--- src/rtl/chip8_keypad_scanner.sv ---
// CHIP-8 4x4 hex keypad scanner: row scan, debounced key state,
// and a single-entry key-press event for the CPU wait-for-key path.
module chip8_keypad_scanner #(
   parameter int SCAN_DIV = 1000,
   parameter int DEBOUNCE = 4
) (
   input  logic        clk,
   input  logic        rst_n,
   output logic [3:0]  row_n,
   input  logic [3:0]  col_n,
   output logic [15:0] keys,
   output logic        key_valid,
   output logic [3:0]  key_code,
   input  logic        key_ack
);

   localparam int CW = $clog2(SCAN_DIV);
   localparam int SW = $clog2(DEBOUNCE + 1);
   localparam logic [CW-1:0] CNT_LAST = CW'(SCAN_DIV - 1);
   localparam logic [SW-1:0] STB_MAX  = SW'(DEBOUNCE);

   typedef enum logic {IDLE, PENDING} ev_state_t;

   logic [3:0]    col_s1, col_s2;
   logic [CW-1:0] cnt;
   logic [1:0]    row_idx;
   logic [15:0]   snap, prev;
   logic          snap_done, seen;
   logic [SW-1:0] stable, stable_d;
   logic [15:0]   snap_keys, new_press;
   logic          upd, hit;
   ev_state_t     state, state_d;
   logic [3:0]    code_d, low_key;

   // matrix bit r*4+c -> CHIP-8 key number
   function automatic logic [15:0] to_keys(input logic [15:0] m);
      logic [15:0] k;
      k = '0;
      k[1]  = m[0];  k[2]  = m[1];  k[3]  = m[2];  k[12] = m[3];
      k[4]  = m[4];  k[5]  = m[5];  k[6]  = m[6];  k[13] = m[7];
      k[7]  = m[8];  k[8]  = m[9];  k[9]  = m[10]; k[14] = m[11];
      k[10] = m[12]; k[0]  = m[13]; k[11] = m[14]; k[15] = m[15];
      return k;
   endfunction

   always_ff @(posedge clk or negedge rst_n) begin
      if (!rst_n) begin
         col_s1 <= '0;
         col_s2 <= '0;
      end else begin
         col_s1 <= ~col_n;
         col_s2 <= col_s1;
      end
   end

   always_ff @(posedge clk or negedge rst_n) begin
      if (!rst_n) begin
         cnt       <= '0;
         row_idx   <= '0;
         row_n     <= 4'b1110;
         snap      <= '0;
         snap_done <= 1'b0;
      end else if (cnt == CNT_LAST) begin
         cnt                     <= '0;
         row_idx                 <= row_idx + 2'd1;
         row_n                   <= {row_n[2:0], row_n[3]};
         snap[{row_idx, 2'b00} +: 4] <= col_s2;
         snap_done               <= (row_idx == 2'd3);
      end else begin
         cnt       <= cnt + CW'(1);
         snap_done <= 1'b0;
      end
   end

   always_comb begin
      stable_d = stable;
      if (snap_done) begin
         if (seen && snap == prev)
            stable_d = (stable == STB_MAX) ? stable : stable + SW'(1);
         else
            stable_d = SW'(1);
      end
   end

   assign upd       = snap_done && (stable_d == STB_MAX);
   assign snap_keys = to_keys(snap);
   assign new_press = snap_keys & ~keys;
   assign hit       = upd && (new_press != 16'h0000);

   always_ff @(posedge clk or negedge rst_n) begin
      if (!rst_n) begin
         prev   <= '0;
         seen   <= 1'b0;
         stable <= '0;
         keys   <= '0;
      end else begin
         if (snap_done) begin
            prev   <= snap;
            seen   <= 1'b1;
            stable <= stable_d;
         end
         if (upd)
            keys <= snap_keys;
      end
   end

   always_comb begin
      low_key = 4'h0;
      for (int i = 15; i >= 0; i--)
         if (new_press[i])
            low_key = 4'(i);
   end

   // a fresh press on the ack cycle replaces the consumed event
   always_comb begin
      state_d = state;
      code_d  = key_code;
      unique case (state)
         IDLE: begin
            if (hit) begin
               state_d = PENDING;
               code_d  = low_key;
            end
         end
         PENDING: begin
            if (hit && key_ack)
               code_d = low_key;
            else if (key_ack)
               state_d = IDLE;
         end
         default: state_d = IDLE;
      endcase
   end

   always_ff @(posedge clk or negedge rst_n) begin
      if (!rst_n) begin
         state    <= IDLE;
         key_code <= 4'h0;
      end else begin
         state    <= state_d;
         key_code <= code_d;
      end
   end

   assign key_valid = (state == PENDING);

endmodule

--- config.mk ---
export PLATFORM = sky130hd
export DESIGN_NAME = chip8_keypad_scanner
export DESIGN_NICKNAME = d
export VERILOG_FILES = /design/src/rtl/chip8_keypad_scanner.sv
export SDC_FILE = /design/constraint.sdc
export NUM_CORES = 1
export LEC_CHECK = 0
export BUFFER_PORTS_ARGS = -buffer_cell sky130_fd_sc_hd__buf_2
export CORE_UTILIZATION = 45
export CTS_CLUSTER_SIZE = 25
export DETAILED_ROUTE_END_ITERATION = 10
export GPL_ROUTABILITY_DRIVEN = 0
export SYNTH_ARGS = -nofsm -noshare
export SYNTH_HDL_FRONTEND = slang
export SYNTH_SLANG_ARGS = --single-unit
--- constraint.sdc ---
create_clock -name clk -period 6.4 [get_ports clk]
set_input_delay 0 -clock clk [delete_from_list [all_inputs] [get_ports clk]]
set_output_delay 0 -clock clk [all_outputs]
set_load 0.005 [all_outputs]
==> metrics <==
worst skew pair latency 0.35 ns; outcome finished clean; RR Startpoint snap_done; switching part of the total 0.239; Die Y 94.0 µm; antenna viol nets, final 0; Hold Vio Cnt, Final 0; CTS tree built; worst hold endpoint col_s1[0]; core area 0.00822 mm²; Max Freq 359 MHz; via/cell ratio 5.10; IO Count 32; top post-synthesis cells by count 79 x dfrtp_1, 42 x nand2_1, 28 x mux2_2; R2R depth 6; maximum vdd drop 122 µV; critical register-to-register path endpoint key_code[2]; Yosys top cell by area dfrtp_1; ys flop type dfrtp_1; Wirelength per Cell 14.6 µm; Clk pwr share 0.388; CP Capture Type flop; Synthesis Warnings 0; Yosys top cell area share 0.519; share of cells above drive strength 1 0.243; Seq/Total Area, Yosys 0.539; Hold Crit Class input port to flop; overall routing resource usage 0.174; min Tclk post-route 2.79 ns; Comb power frac 0.017; H-tree Lvls 3; first-pass GRT wire length 11.7 mm; setup TNS 0 ns; Yosys cell types 41; Die W 94.0 µm; WP data required 6.63 ns; placed cells 462; Psw 209 µW; worst-margin pin slew 1.02 ns; DRC errors left 0; CTS Buf Count 9; hold path cells 3; LEAKAGE 0.00221 µW; synthesized flop and latch total 82; Post-Syn Nets 347; drt first pass iters 4; HPWL after DPL 4.99 mm; final layout net count 389; initial antenna violation count 0; ANT cells 0; Worst Path Arrival 3.02 ns; fin crit share 0.436; Via Count 2469; reg2reg setup slack 3.61 ns; Seq pwr share 0.595; CP startpoint snap_done; Mapped Cells 332; port bufs 31; 1st-iter DRT viols 81; count leader, synth dfrtp_1; Power Internal 668 µW; clock skew 0.00788 ns; Pwr per Cell Area 204 mW/mm²; FFs w/ async S/R, synth 1.00; CTS max path bufs 2; Routed WL 7.09 mm; Mapped Area 0.00381 mm²; post-CTS sizing 0; RSZ-0062 raised after global routing false; Clock Sinks 82; Clk pin slew, worst setup/hold paths 0.09 ns; total congestion overflow 0; Initial Utilization 0.464; FP Rows 33; Filler cells 766; CP max FO 22; crit path kind flop to flop; clock root buffer clkbuf_8; HP Start col_n[0]; Final Non-Filler Cells 484; Synth area leaders dfrtp_1 52%, mux2_2 8.3%, xor2_1 4.6%, nand2_1 4.1%, mux2_4 3.9%; # setup viols final 0; Post-synth EDFFs 0; DIE AREA 0.00884 mm²; Slew Limit Fails 0; max_cap viols 0; largest net degree at the start of global routing 83; P&R area growth vs syn 12.6%; syn avg cell area 11.5 µm²; Slew HR 0.323; number of global-route vias before repair 2436; Startpoint Class flop
[what timing repair did]
action,CTS,global route
setup buffers,0,0
hold buffers,6,0
hold endpoints to repair,85,0
setup endpoints to repair,0,0
[flip-flops by register name (all words and copies together) (netlist names), 2 cells and up]
name,count
keys,16
prev,16
snap,16
cnt,10
col_s1,4
col_s2,4
key_code,4
row_n,4
stable,3
row_idx,2
[through the flow]
step | util | instance area [µm²] | hold slack (ns) | setup WS (ns) | power (µW)
final | 0.522 | 4290 | 0.319 | 3.61 | 877
after global routing | 0.522 | 4290 | 0.306 | 3.37 | 913
after CTS | 0.522 | 4290 | 0.296 | 3.58 | 893
after detailed placement | 0.493 | 4050 | 0.145 | 3.61 | 546
after global placement | 0.493 | 4050 | 0.142 | 3.72 | 545
after floorplan | - | 3810 | -0.296 | 4.24 | 533
[power by group through the flow]
stage               sequential, µW  combinational (µW)  clock [µW]
floorplan                      532               0.934           0
global placement               532                13.0           0
detailed placement             532                13.4           0
CTS                            522                16.2         354
global route                   522                17.9         373
finish                         522                15.0         340
[cell type report]
type,instances,area [µm²],share of cell area
Inverter,11,41.3,0.00962
Clock inverter,7,53.8,0.0125
Clock buffer,9,124,0.0289
Multi-Input combinational cell,233,1670,0.389
Sequential cell,82,2060,0.479
Tap cell,105,131,0.0306
Timing Repair Buffer,37,218,0.0507
[critical path, stage by stage (launching register included)]
cell      delay, ns
dfrtp_1        0.86
a21boi_2       0.34
nor3b_1        0.20
o21ai_0        0.12
nor3_1         0.49
o211a_1        0.32
mux2_2         0.36
[layer usage]
metal,track usage,wire [µm],vias up
met5,0,0,-
met4,0.0692,103,0
met3,0.0275,151,9
met2,0.284,3370,32
met1,0.232,3460,1192
li1,-,-,1236
[placed cells by master (no fill, tap or decap), drive strengths merged, types with 6 or more instances in the layout]
master	instances
nor4	9
nand3	10
a21oi	8
nor2b	19
o21ai	19
dfrtp	79
inv	13
mux2	38
clkbuf	9
ha	8
nand2	42
nor2	12
nor3	6
dlygate4sd3	6
buf	31
nand2b	6
xor2	20
[cell families (layout without fill, tap and decap cells)]
kind of cell / count (synthesis) / in the layout / synth area share
AND/OR/NAND/NOR: 120 / 120 / 0.164
flip-flops: 82 / 82 / 0.539
AO/OA/AOI/OAI: 43 / 43 / 0.0702
multiplexers: 38 / 38 / 0.122
XOR/XNOR: 24 / 24 / 0.0551
buffers and inverters: 17 / 64 / 0.0233
adder cells (fa/ha/maj): 8 / 8 / 0.0263
[worst max-delay path by stage]
stage	to	slack (ns)
after floorplan	key_code[0]	4.24
after global placement	key_code[1]	3.72
after detailed placement	key_code[2]	3.61
after CTS	key_code[2]	3.58
after global routing	key_code[2]	3.37
final	key_code[2]	3.61
No activity file was read; power rests on OpenSTA's default activity.
